<file path="config.mk">
export PLATFORM = sky130hd
export DESIGN_NAME = apu_gain_sequencer
export DESIGN_NICKNAME = d
export VERILOG_FILES = /design/src/rtl/apu_gain_sequencer.sv
export SDC_FILE = /design/constraint.sdc
export NUM_CORES = 1
export LEC_CHECK = 0
export ABC_AREA = 1
export BUFFER_PORTS_ARGS = -buffer_cell sky130_fd_sc_hd__buf_2
export CAP_MARGIN = 0
export CORE_MARGIN = 5
export CORE_UTILIZATION = 60
export DETAILED_ROUTE_END_ITERATION = 10
export HOLD_SLACK_MARGIN = 0.08
export PLACE_DENSITY_LB_ADDON = 0.12
export SETUP_SLACK_MARGIN = 0.05
export SLEW_MARGIN = 30
export SYNTH_ARGS = -nofsm -noshare
export SYNTH_HDL_FRONTEND = slang
export SYNTH_SLANG_ARGS = --single-unit
export TNS_END_PERCENT = 5
</file>
<file path="constraint.sdc">
create_clock -name MCLK_i -period 7.25 [get_ports MCLK_i]
set_input_delay 0 -clock MCLK_i [delete_from_list [all_inputs] [get_ports MCLK_i]]
set_output_delay 0 -clock MCLK_i [all_outputs]
set_load 0.01 [all_outputs]
</file>
<file path="src/rtl/apu_gain_sequencer.sv">
// -----------------------------------------------------------------------------
// apu_gain_sequencer
//
// Scales a stereo PCM frame by a gain factor taken from a 32-entry index table
// (index 19 = factor 32 = unity, result = factor * sample / 32 with saturation).
// A single signed 10x24 multiplier is shared between the channels: left is
// multiplied in MUL_L, right in MUL_R, and the frame is published in DONE.
// The gain index only moves in DONE, so both channels of a frame always use
// the same factor.
//
// Optional feature (compile-time macro APU_GAIN_RAMP_EN):
//   defined   : gain_idx_o steps by one toward the effective target once every
//               RAMP_DIV completed frames.
//   undefined : gain_idx_o loads the effective target in every DONE; RAMP_DIV
//               is only range-checked.
//
// Ports
//   MCLK_i                        audio master clock, rising edge
//   nRst_int_w                    asynchronous active-low reset
//   target_amp_i [4:0]            requested gain index
//   mute_i                        soft-mute request (effective target 0)
//   PDATA_LEFT_i/RIGHT_i [23:0]   signed input samples
//   PDATA_VALID_i                 single-cycle input frame strobe
//   PDATA_LEFT_o/RIGHT_o [23:0]   signed scaled samples, held between frames
//   PDATA_VALID_o                 single-cycle output frame strobe
//   gain_idx_o [4:0]              gain index currently applied
//   busy_o                        high while a frame is in flight
//   drop_o                        one-cycle pulse for a frame rejected while busy
// -----------------------------------------------------------------------------
module apu_gain_sequencer #(
    parameter int unsigned RAMP_DIV = 4
) (
    input  logic        MCLK_i,
    input  logic        nRst_int_w,
    input  logic [4:0]  target_amp_i,
    input  logic        mute_i,
    input  logic [23:0] PDATA_LEFT_i,
    input  logic [23:0] PDATA_RIGHT_i,
    input  logic        PDATA_VALID_i,
    output logic [23:0] PDATA_LEFT_o,
    output logic [23:0] PDATA_RIGHT_o,
    output logic        PDATA_VALID_o,
    output logic [4:0]  gain_idx_o,
    output logic        busy_o,
    output logic        drop_o
);

    if (RAMP_DIV < 1 || RAMP_DIV > 255) begin : g_bad_ramp_div
        $error("apu_gain_sequencer: RAMP_DIV must be in 1..255");
    end

    typedef enum logic [1:0] {
        ST_IDLE  = 2'd0,
        ST_MUL_L = 2'd1,
        ST_MUL_R = 2'd2,
        ST_DONE  = 2'd3
    } state_t;

    function automatic logic [6:0] gain_factor(input logic [4:0] idx);
        logic [6:0] f;
        case (idx)
            5'd0:  f = 7'd1;    5'd1:  f = 7'd2;    5'd2:  f = 7'd3;    5'd3:  f = 7'd4;
            5'd4:  f = 7'd5;    5'd5:  f = 7'd6;    5'd6:  f = 7'd7;    5'd7:  f = 7'd8;
            5'd8:  f = 7'd9;    5'd9:  f = 7'd10;   5'd10: f = 7'd11;   5'd11: f = 7'd13;
            5'd12: f = 7'd14;   5'd13: f = 7'd16;   5'd14: f = 7'd18;   5'd15: f = 7'd20;
            5'd16: f = 7'd23;   5'd17: f = 7'd25;   5'd18: f = 7'd29;   5'd19: f = 7'd32;
            5'd20: f = 7'd36;   5'd21: f = 7'd40;   5'd22: f = 7'd45;   5'd23: f = 7'd51;
            5'd24: f = 7'd57;   5'd25: f = 7'd64;   5'd26: f = 7'd72;   5'd27: f = 7'd80;
            5'd28: f = 7'd90;   5'd29: f = 7'd101;  5'd30: f = 7'd114;  default: f = 7'd127;
        endcase
        return f;
    endfunction

    // Product bits [32:28] must all be sign copies for [28:5] to be exact;
    // otherwise clamp to full scale of the product's sign.
    function automatic logic [23:0] saturate(input logic [32:0] p);
        logic [23:0] s;
        if (p[32:28] == 5'b00000 || p[32:28] == 5'b11111) begin
            s = p[28:5];
        end else if (p[32]) begin
            s = 24'h800000;
        end else begin
            s = 24'h7FFFFF;
        end
        return s;
    endfunction

    state_t      state_q,     state_d;
    logic [23:0] left_cap_q,  left_cap_d;
    logic [23:0] right_cap_q, right_cap_d;
    logic [4:0]  tgt_cap_q,   tgt_cap_d;
    logic        mute_cap_q,  mute_cap_d;
    logic [32:0] prod_q,      prod_d;
    logic [23:0] left_out_q,  left_out_d;
    logic [23:0] right_out_q, right_out_d;
    logic        valid_q,     valid_d;
    logic        busy_q,      busy_d;
    logic        drop_q,      drop_d;
    logic [4:0]  gain_q,      gain_d;
`ifdef APU_GAIN_RAMP_EN
    localparam logic [7:0] RAMP_LAST = 8'(RAMP_DIV - 1);
    logic [7:0]  cnt_q,       cnt_d;
`endif

    // Shared multiplier. A muted frame at index 0 multiplies by zero, which
    // gives an exact 24'h000000 on both channels.
    logic [6:0]         factor;
    logic signed [9:0]  mul_a;
    logic signed [23:0] mul_b;
    logic signed [32:0] mul_p;
    logic [4:0]         eff_target;

    assign factor     = (mute_cap_q && gain_q == 5'd0) ? 7'd0 : gain_factor(gain_q);
    assign mul_a      = signed'({3'b000, factor});
    assign mul_b      = signed'((state_q == ST_MUL_R) ? right_cap_q : left_cap_q);
    // |factor * sample| < 2^30, so 33 bits hold every product exactly.
    assign mul_p      = 33'(mul_a) * 33'(mul_b);
    assign eff_target = mute_cap_q ? 5'd0 : tgt_cap_q;

    always_comb begin
        state_d     = state_q;
        left_cap_d  = left_cap_q;
        right_cap_d = right_cap_q;
        tgt_cap_d   = tgt_cap_q;
        mute_cap_d  = mute_cap_q;
        prod_d      = prod_q;
        left_out_d  = left_out_q;
        right_out_d = right_out_q;
        valid_d     = 1'b0;
        gain_d      = gain_q;
`ifdef APU_GAIN_RAMP_EN
        cnt_d       = cnt_q;
`endif
        case (state_q)
            ST_IDLE: begin
                // Target and mute are captured with the samples so that later
                // changes cannot touch the frame in flight.
                if (PDATA_VALID_i) begin
                    left_cap_d  = PDATA_LEFT_i;
                    right_cap_d = PDATA_RIGHT_i;
                    tgt_cap_d   = target_amp_i;
                    mute_cap_d  = mute_i;
                    state_d     = ST_MUL_L;
                end
            end
            ST_MUL_L: begin
                prod_d  = mul_p;
                state_d = ST_MUL_R;
            end
            ST_MUL_R: begin
                prod_d     = mul_p;
                left_out_d = saturate(prod_q);
                state_d    = ST_DONE;
            end
            default: begin
                right_out_d = saturate(prod_q);
                valid_d     = 1'b1;
                state_d     = ST_IDLE;
`ifdef APU_GAIN_RAMP_EN
                if (cnt_q == RAMP_LAST) begin
                    cnt_d = 8'd0;
                    if (gain_q < eff_target) begin
                        gain_d = gain_q + 5'd1;
                    end else if (gain_q > eff_target) begin
                        gain_d = gain_q - 5'd1;
                    end
                end else begin
                    cnt_d = cnt_q + 8'd1;
                end
`else
                gain_d = eff_target;
`endif
            end
        endcase
        drop_d = PDATA_VALID_i && (state_q != ST_IDLE);
        busy_d = (state_d != ST_IDLE);
    end

    always_ff @(posedge MCLK_i or negedge nRst_int_w) begin
        if (!nRst_int_w) begin
            state_q     <= ST_IDLE;
            left_cap_q  <= 24'd0;
            right_cap_q <= 24'd0;
            tgt_cap_q   <= 5'd0;
            mute_cap_q  <= 1'b0;
            prod_q      <= 33'd0;
            left_out_q  <= 24'd0;
            right_out_q <= 24'd0;
            valid_q     <= 1'b0;
            busy_q      <= 1'b0;
            drop_q      <= 1'b0;
            gain_q      <= 5'd0;
`ifdef APU_GAIN_RAMP_EN
            cnt_q       <= 8'd0;
`endif
        end else begin
            state_q     <= state_d;
            left_cap_q  <= left_cap_d;
            right_cap_q <= right_cap_d;
            tgt_cap_q   <= tgt_cap_d;
            mute_cap_q  <= mute_cap_d;
            prod_q      <= prod_d;
            left_out_q  <= left_out_d;
            right_out_q <= right_out_d;
            valid_q     <= valid_d;
            busy_q      <= busy_d;
            drop_q      <= drop_d;
            gain_q      <= gain_d;
`ifdef APU_GAIN_RAMP_EN
            cnt_q       <= cnt_d;
`endif
        end
    end

    assign PDATA_LEFT_o  = left_out_q;
    assign PDATA_RIGHT_o = right_out_q;
    assign PDATA_VALID_o = valid_q;
    assign gain_idx_o    = gain_q;
    assign busy_o        = busy_q;
    assign drop_o        = drop_q;

endmodule

</file>
* Yosys cells after proc, flatten, opt, wreduce, memory -nomap -nowiden *
Memories as Yosys holds them, arrays and structs flattened.
Index checks and enable logic that the tools add are counted.

cells by class
  $mul = 1
  mux-type cells = 8
  eq/ne operators = 3
  reductions and logical operators = 11

operators by type and width
  operator              count
  $mux W24              3
  $mul A8 B24 Y32       1
  $logic_not A5 Y1      2
  $mux W7               1
  $pmux W2 S3           1
  $eq A5 B5 Y1 const B  1
  $mux W5               1
  $reduce_bool A2 Y1    2
  $reduce_or A3 Y1      1
  $eq A2 B1 Y1 const B  1
  $eq A2 B2 Y1 const B  1
  $logic_and A1 B1 Y1   2
  $logic_not A2 Y1      1
  $mux W2               1
  $reduce_and A2 Y1     1
  $reduce_or A2 Y1      1
  $logic_or A1 B1 Y1    1
  $mux W1               1

storage, ports and cells
  logic and storage cells = 36
  bits in read-only memories = 224
  memories kept = 1
  flip-flop bits (word level) = 145
  bits of input ports = 57

memories
  memory           words  bits a word  read ports  clocked after memory_dff  wr ports  RTL line  text
  (no name shown)  32     7            1           0                         0         61        case (idx)

* Logic depth before layout (Yosys ltp) *
Gate-level depths: netlist (run 1).

  word-level depth = 4
  depth in mapped cells = 29
  gate-level depth less buffers = 28

* Least setup slack after synthesis (run 1) *
Ideal clock, no wire load.

  path kind = flip-flop to flip-flop
  start = register gain_q[0], in the netlist gain_idx_o[0]
  end = register prod_q[27]
  stages on the path, launching flop included = 25
  period minus slack after synthesis = 5.443 ns
  library setup time = 0.117 ns
  data arrival time = 5.325 ns
  data required time = 7.133 ns
  path buffers = 1
  slack = 1.807 ns
  cells stage by stage = dfrtp_1 inv_1 ha_1 o211ai_1 a32o_1 nand2_1 clkinv_1 clkbuf_1 nand2_1 fa_1 inv_1 fa_1 fa_1 inv_1 fa_1 inv_1 ha_1 a21oi_1 o21ai_0 a21oi_1 nor2_1 a211oi_1 nand3_1 nand3_1 nand2_1

between the ends
  longest elaborated chain between the ends = 4

RTL lines
  what                                                                    RTL line  text
  from (decl)                                                             99        logic [4:0] gain_q, gain_d;
  from (signal assigned)                                                  208       gain_q <= gain_d;
  parallel branches: the longest is 2 deep, another holds $mem_v2 Z32 W7  n/a
  $mux W7 *                                                               113       assign factor = (mute_cap_q && gain_q == 5'd0) ? 7'd0 : gain_factor(gain_q);
  $mul A8 B24 Y32 *                                                       117       assign mul_p = 33'(mul_a) * 33'(mul_b);
  to (signal assigned)                                                    202       prod_q <= prod_d;
  to (decl)                                                               93        logic [32:0] prod_q, prod_d;

Mark *: on every way between the ends.
A chain may end at the register's enable or synchronous reset.

* Worst setup path in the final report (run 1) *
  start = register gain_q[0], in the netlist gain_idx_o[0]
  end = register prod_q[31]

The elaborated chain is that of the path after synthesis.

==> flow_summary.ini, run 1 <==
[synthesis]
ys_seq_area_share_pct = 28.8
post-synth-top-area-fraction_pct = 28.8
synth_unique_cells = 46
yosys_warnings = 0
syn-cell-area_sq_um = 12100
ys_ff_latch = 139
synth_top_area_cell = sky130_fd_sc_hd__dfrtp_1
synthesis.instances = 1458
avgSynthCellArea_sq_um = 8.30
ys_top_cells_by_area = sky130_fd_sc_hd__dfrtp_1 (29%), sky130_fd_sc_hd__fa_1 (21%), sky130_fd_sc_hd__inv_1 (8.7%)
number_of_flops_mapped_to_enable_cells_by_yosys = 0
postSynth.topFlopCell = sky130_fd_sc_hd__dfrtp_1
syn_nets = 1711
synthArstFlopShare_pct = 100

[sta]
min_period_ns = 6.24
transition_time_at_the_pin_with_the_least_slew_margin_ns = 0.922
max_freq_ghz = 0.160
setup_repair_after_global_routing_missed_its_margin = false
timing.final.hold_violations = 0
setup_viol = 0
final_critical_path_setup_slack_ns = 1.01
maxSlewViolCount = 0
fin_crit_sh_pct = 86.1
timing.max_slew.rel_slack_pct = 38.5
fin_worst_skew_ns = 0.0139
timing.setup.tns_ns = 0

[floorplanning]
floorplan.die.width_um = 152
start_util_pct = 60.4
design.die.area_sq_um = 23100
core-area_sq_um = 20000
dieHeight_um = 152
std_cell_rows = 52
io-pin-count = 113

[routing]
detailed_routing_iteration_count_for_the_pre_antenna_repair_pass = 5
routed_wirelength_mm = 29.4
via_count = 10094
remaining_drc_errors = 0
detail-route-antenna-nets = 0
wire_per_inst_um = 15.6
avgViaCountPerCell = 5.35
drt-initial-drc-count = 660

[worst_hold_path]
hold_class = input pin to asynchronous set/reset pin

[clocking]
clock_sinks = 139
clk_latency_ns = 0.43
post_cts_setup_repair_bufs = 0
clockBufferDepth = 2
clockRootBuffer = sky130_fd_sc_hd__clkbuf_16
cts.clk_slew.worst_paths_ns = 0.07
tritoncts_clock_tree = yes
cts_inserted_buffers = 17
cts_htree_levels = 4

[global_route]
globalRoute.totalOverflow = 0
grt_pass1_wl_mm = 50.5
grt_usage_pct = 26.5
grt_pass1_vias = 10382
antenna_found_initial = 1
grt_max_degree = 76

[finish]
fill_cells = 1647
utilization_pct = 69.9
multi_input_comb_area_sq_um = 7350
final_net_count = 1856
drive_gt1_share_pct = 13.9
regArea_sq_um = 3480
synthToLayoutAreaGrowth_pct = 15.8

[critical_path]
crit_path_end_kind = flop
crit_required_ns = 7.56
critPathKind = flop to flop
timing.critical_path.arrival_ns = 6.55
critical_path.startpoint_type = flop
worstPathMaxFanout = 19

[run]
max_cap_viols = 0

[place]
hpwlAfterDp_mm = 21.9
place.gp.congestion = 0.973
io_buffers = 112
setup_slack_after_placement_ns = 1.01

[run_status]
status = finished, final reports clean
==> layer usage <==
| layer | global-route usage, % | vias to the layer above | share of wire, % |
|---|---|---|---|
| li1 | - | 4835 | - |
| met1 | 34.5 | 4972 | 42 |
| met2 | 46.4 | 243 | 52 |
| met4 | 7.71 | 0 | 1.9 |
| met5 | 0 | - | 0 |
| met3 | 3.64 | 44 | 4.0 |
==> synth_stat cells (16+ instances only) <==
cell,number
sky130_fd_sc_hd__fa_1,125
sky130_fd_sc_hd__nand2_1,210
sky130_fd_sc_hd__inv_1,280
sky130_fd_sc_hd__a31oi_1,38
sky130_fd_sc_hd__o21ai_0,60
sky130_fd_sc_hd__ha_1,71
sky130_fd_sc_hd__dfrtp_1,139
sky130_fd_sc_hd__clkbuf_1,33
sky130_fd_sc_hd__a21oi_1,64
sky130_fd_sc_hd__o21ai_1,16
sky130_fd_sc_hd__nand3_1,64
sky130_fd_sc_hd__mux2_2,41
sky130_fd_sc_hd__nor2_1,212
==> cell usage in the layout (no fill, tap or decap), drive strengths merged, types with 41 or more instances in the layout <==
cell type	synthesis	layout
a21oi	64	64
buf	17	120
dfrtp	139	139
dlygate4sd3	0	56
fa	125	125
ha	71	71
inv	285	291
mux2	41	41
nand2	223	223
nand3	65	65
nor2	215	215
o21ai	78	78
==> what timing repair did <==
action,4_1_cts,5_1_grt
resized for setup,0,0
endpoints found under the hold margin,121,0
hold buffers,56,0
==> path summary, 6_finish.rpt <==
check                                                 to  cells past startpoint                       from  slack (ns)
setup / recovery                  prod_q[31]$_DFFE_PN0P_                     26  gain_idx_o[0]$_DFFE_PN0P_        1.01
hold / removal                right_cap_q[1]$_DFFE_PN0P_                      2                 nRst_int_w        0.12
setup reg to reg                  prod_q[31]$_DFFE_PN0P_                     26  gain_idx_o[0]$_DFFE_PN0P_        1.01
hold reg to reg                   prod_q[23]$_DFFE_PN0P_                      2     prod_q[23]$_DFFE_PN0P_        0.48
max in group asynchronous  PDATA_RIGHT_o[13]$_DFFE_PN0P_                      3                 nRst_int_w        6.04
min in group MCLK_i          right_cap_q[21]$_DFFE_PN0P_                      3          PDATA_RIGHT_i[21]        0.34
==> critical path, cell delays in order, from the launching register on <==
cell                       delay [ns]
sky130_fd_sc_hd__dfrtp_1         0.48
sky130_fd_sc_hd__inv_1           0.17
sky130_fd_sc_hd__ha_1            0.37
sky130_fd_sc_hd__nand2_1         0.10
sky130_fd_sc_hd__o21ai_0         0.08
sky130_fd_sc_hd__o311ai_0        0.10
sky130_fd_sc_hd__nand2_1         0.55
sky130_fd_sc_hd__inv_1           0.45
sky130_fd_sc_hd__nor2_1          0.16
sky130_fd_sc_hd__fa_1            0.62
sky130_fd_sc_hd__inv_1           0.10
sky130_fd_sc_hd__fa_1            0.48
sky130_fd_sc_hd__inv_1           0.05
sky130_fd_sc_hd__fa_1            0.49
sky130_fd_sc_hd__inv_1           0.06
sky130_fd_sc_hd__fa_1            0.52
sky130_fd_sc_hd__inv_1           0.04
sky130_fd_sc_hd__ha_1            0.37
sky130_fd_sc_hd__nand2_1         0.11
sky130_fd_sc_hd__nor3_1          0.21
sky130_fd_sc_hd__nand2_1         0.11
sky130_fd_sc_hd__o21ai_0         0.16
sky130_fd_sc_hd__a21oi_1         0.07
sky130_fd_sc_hd__nand2_1         0.09
sky130_fd_sc_hd__nand2_1         0.05
sky130_fd_sc_hd__nand3_1         0.07
sky130_fd_sc_hd__nand2_1         0.06
==> kinds of logic (layout without fill, tap and decap cells) <==
kind of cell             count (synthesis)  after routing  synth area share, %
multiplexers                            43             43                 4.01
other                                    0              1                    0
flip-flops                             139            139                 28.8
AND/OR/NAND/NOR                        524            524                 17.9
AO/OA/AOI/OAI                          203            203                 9.52
buffers and inverters                  337            495                 10.6
adder cells (fa/ha/maj)                196            196                 28.0
XOR/XNOR                                16             16                 1.16
==> flip-flops by register name, indices dropped and copies added, names as in the netlist, 2 cells and up <==
name and cells:
prod_q 27, PDATA_LEFT_o 24, PDATA_RIGHT_o 24, left_cap_q 24, right_cap_q 24, gain_idx_o 5, tgt_cap_q 5, state_q 2
==> metrics by stage <==
| stage | instance area [sq um] | hold WS [ns] | cells |
|---|---|---|---|
| after floorplan | 12100 | -0.296 | 1458 |
| after global placement | 12900 | 0.0313 | 1798 |
| after detailed placement | 12900 | 0.0321 | 1798 |
| after CTS | 14000 | 0.153 | 1886 |
| after global routing | 14000 | 0.185 | 1887 |
| final | 14000 | 0.120 | 1887 |
==> layout make-up <==
| class | instances | area share, % |
|---|---|---|
| inverters | 287 | 7.69 |
| clock buffers | 17 | 3.04 |
| diodes | 1 | 0.0179 |
| clock inverters | 15 | 0.992 |
| well taps | 270 | 2.41 |
| multi-input cells | 982 | 52.5 |
| repair buffers | 176 | 8.51 |
| flip-flops and latches | 139 | 24.8 |
Power of run 1 is not shown: default switching activity piles up to over one toggle a cycle in this logic, so the estimate is an artifact.
==> run 2, diff against run 1 <==
--- a/config.mk
+++ b/config.mk
@@ -5,7 +5,6 @@
 export SDC_FILE = /design/constraint.sdc
 export NUM_CORES = 1
 export LEC_CHECK = 0
-export ABC_AREA = 1
 export BUFFER_PORTS_ARGS = -buffer_cell sky130_fd_sc_hd__buf_2
 export CAP_MARGIN = 0
 export CORE_MARGIN = 5
==> run 2 against run 1 <==
Effect of this change:
- sequential cell count unchanged
- count of clock-buffer cells in the layout up 2
- via count down 9.1%
- hold slack worse by 0.0029 ns
- global-route usage down 0.94 points
- first-iteration DRC count down 10%
- clock skew down 0.0029 ns
- non-clock buffer count up 7
==> flow_summary.ini, run 2 <==
[run_status]
status = finished, final reports clean

[sta]
max_freq_ghz = 0.148
maxSlewViolCount = 0
setup_repair_after_global_routing_missed_its_margin = false
fin_crit_sh_pct = 93.5
fin_worst_skew_ns = 0.0110
timing.final.hold_violations = 0
min_period_ns = 6.78
timing.max_slew.rel_slack_pct = 33.8
timing.setup.tns_ns = 0
setup_viol = 0
transition_time_at_the_pin_with_the_least_slew_margin_ns = 0.966

[critical_path]
crit_path_end_kind = flop
startpoint = gain_idx_o[0]$_DFFE_PN0P_
rr_startpoint = gain_idx_o[0]$_DFFE_PN0P_
crit_required_ns = 7.56
worstPathMaxFanout = 24
critPathKind = flop to flop
timing.critical_path.arrival_ns = 7.09
critical_path.startpoint_type = flop

[place]
io_buffers = 112
hpwlAfterDp_mm = 20.1
place.gp.congestion = 0.937
dpl-instance-area_sq_um = 12800

[routing]
detail-route-antenna-nets = 0
routed_wirelength_mm = 27.2
drt-initial-drc-count = 594
via_count = 9179
detailed_routing_iteration_count_for_the_pre_antenna_repair_pass = 5
remaining_drc_errors = 0
wire_per_inst_um = 16.2
avgViaCountPerCell = 5.48

[clocking]
clock_sinks = 139
clockBufferDepth = 2
clockRootBuffer = sky130_fd_sc_hd__clkbuf_16
cts.clk_slew.worst_paths_ns = 0.06
tritoncts_clock_tree = yes
cts_inserted_buffers = 17
cts_htree_levels = 4
post_cts_setup_repair_bufs = 0
clk_latency_ns = 0.42

[synthesis]
post-synth-top-area-fraction_pct = 29.0
number_of_flops_mapped_to_enable_cells_by_yosys = 0
synthArstFlopShare_pct = 100
ys_ff_latch = 139
ys_seq_area_share_pct = 29.0
ys_top_cells_by_area = sky130_fd_sc_hd__dfrtp_1 (29%), sky130_fd_sc_hd__fa_1 (21%), sky130_fd_sc_hd__mux2_2 (8.5%)
avgSynthCellArea_sq_um = 9.61
syn_nets = 1503
synth_most_common_cell = sky130_fd_sc_hd__inv_1
synthesis.instances = 1250
syn-cell-area_sq_um = 12000
yosys_warnings = 0
post_synth_most_frequent_cells = sky130_fd_sc_hd__inv_1 (200), sky130_fd_sc_hd__nor2_1 (171), sky130_fd_sc_hd__dfrtp_1 (139)
postSynth.topFlopCell = sky130_fd_sc_hd__dfrtp_1
synth_top_area_cell = sky130_fd_sc_hd__dfrtp_1
synth_unique_cells = 66

[finish]
layout.cells.most_common = sky130_fd_sc_hd__inv_1
insertedDiodeCount = 0
finished_layout_cell_area_sq_um = 14000
drive_gt1_share_pct = 19.3
most_flops_register = prod_q
largest_reg_flops = 27
synthToLayoutAreaGrowth_pct = 16.8
most-common-layout-cells = sky130_fd_sc_hd__inv_1 (200), sky130_fd_sc_hd__nor2_1 (171), sky130_fd_sc_hd__dfrtp_1 (139)
final_net_count = 1650

[floorplanning]
floorplan.die.width_um = 151
std_cell_rows = 51
core-area_sq_um = 19600
io-pin-count = 113
design.die.area_sq_um = 23000
start_util_pct = 61.3
dieHeight_um = 151

[run]
max_cap_viols = 0

[worst_hold_path]
hold_class = input pin to asynchronous set/reset pin

[global_route]
grt_pass1_wl_mm = 46.3
grt_max_degree = 80
globalRoute.totalOverflow = 0
grt_usage_pct = 25.5
grt_pass1_vias = 9784
antenna_found_initial = 0
run 2: cell types whose count changed after synthesis, sizes merged, moves of 13 or more:
cell    before  now
inv        285  200
mux2i        2   29
a21o         3   16
nand3       65   10
o21ai       78   22
clkbuf      33   49
mux2        41   91
a31oi       38    2
a21oi       64   95
nor2       215  171
nand2      223   88
run 2: path summary, 6_finish.rpt:
check                                             endpoint  slack [ns]  cells past startpoint
worst min-delay path              tgt_cap_q[4]$_DFFE_PN0P_        0.12                      2
worst min register to register       prod_q[6]$_DFFE_PN0P_        0.51                      1
worst max-delay path                prod_q[27]$_DFFE_PN0P_        0.47                     23
max in group asynchronous           prod_q[23]$_DFFE_PN0P_        6.04                      3
worst max register to register      prod_q[27]$_DFFE_PN0P_        0.47                     23
min in group MCLK_i             left_cap_q[22]$_DFFE_PN0P_        0.34                      3
run 2: cells by family after synthesis:
kind of cell | after synthesis | share of synthesized area (%)
simple gates | 328 | 11.9
flops | 139 | 29.0
compound gates | 185 | 10.0
xor+xnor | 26 | 1.90
buf+inv | 256 | 8.11
mux | 120 | 10.9
fa+ha+maj | 196 | 28.2
run 2: layer usage:
layer	part of all wire [%]	global-route usage, %
met5	0	0
met4	3.2	9.39
met3	4.0	4.46
met1	39	29.8
met2	54	47.0
run 2: repair_timing:
item / in CTS / in global routing
hold buffers: 56 / 0
resized for setup: 0 / 3
hold endpoints to repair: 116 / 0
endpoints found under the setup margin: 0 / 16
run 2: worst max-delay path: stages, from the launching register on:
cell and delay (ns):
sky130_fd_sc_hd__dfrtp_1 0.51, sky130_fd_sc_hd__inv_1 0.15, sky130_fd_sc_hd__ha_1 0.37, sky130_fd_sc_hd__and2_1 0.18, sky130_fd_sc_hd__a211oi_1 0.23, sky130_fd_sc_hd__a211o_1 0.14
sky130_fd_sc_hd__and3_4 0.36, sky130_fd_sc_hd__nand2_1 0.13, sky130_fd_sc_hd__fa_1 0.55, sky130_fd_sc_hd__inv_1 0.05, sky130_fd_sc_hd__fa_1 0.48, sky130_fd_sc_hd__fa_1 0.49
sky130_fd_sc_hd__inv_1 0.05, sky130_fd_sc_hd__fa_1 0.51, sky130_fd_sc_hd__inv_1 0.05, sky130_fd_sc_hd__ha_1 0.34, sky130_fd_sc_hd__a21oi_1 0.33, sky130_fd_sc_hd__o21ai_0 0.18
sky130_fd_sc_hd__a221oi_1 0.36, sky130_fd_sc_hd__o221ai_1 0.20, sky130_fd_sc_hd__a221o_1 0.37, sky130_fd_sc_hd__a41oi_1 0.27, sky130_fd_sc_hd__xnor2_1 0.09, sky130_fd_sc_hd__mux2_2 0.26
run 2: final cells by class:
cell class	instances	area [sq um]
clock inverter	13	181
multi-input combinational	855	7590
fill	1493	5560
timing repair buffer	183	1240
clock buffer	19	443
inverter	201	754
tap	265	332
sequential	139	3480
run 2: through the flow:
| stage | setup WS [ns] | util, % | hold slack [ns] | instances |
|---|---|---|---|---|
| 2_1_floorplan | 0.803 | - | -0.296 | 1250 |
| 3_3_place_gp | 0.363 | 65.4 | 0.0116 | 1586 |
| 3_5_place_dp | 0.140 | 65.4 | 0.0139 | 1586 |
| 4_1_cts | 0.110 | 71.5 | 0.140 | 1674 |
| 5_1_grt | 0.122 | 71.6 | 0.179 | 1675 |
| 6_report | 0.471 | 71.6 | 0.117 | 1675 |
Power of run 2 is left out for the same reason.
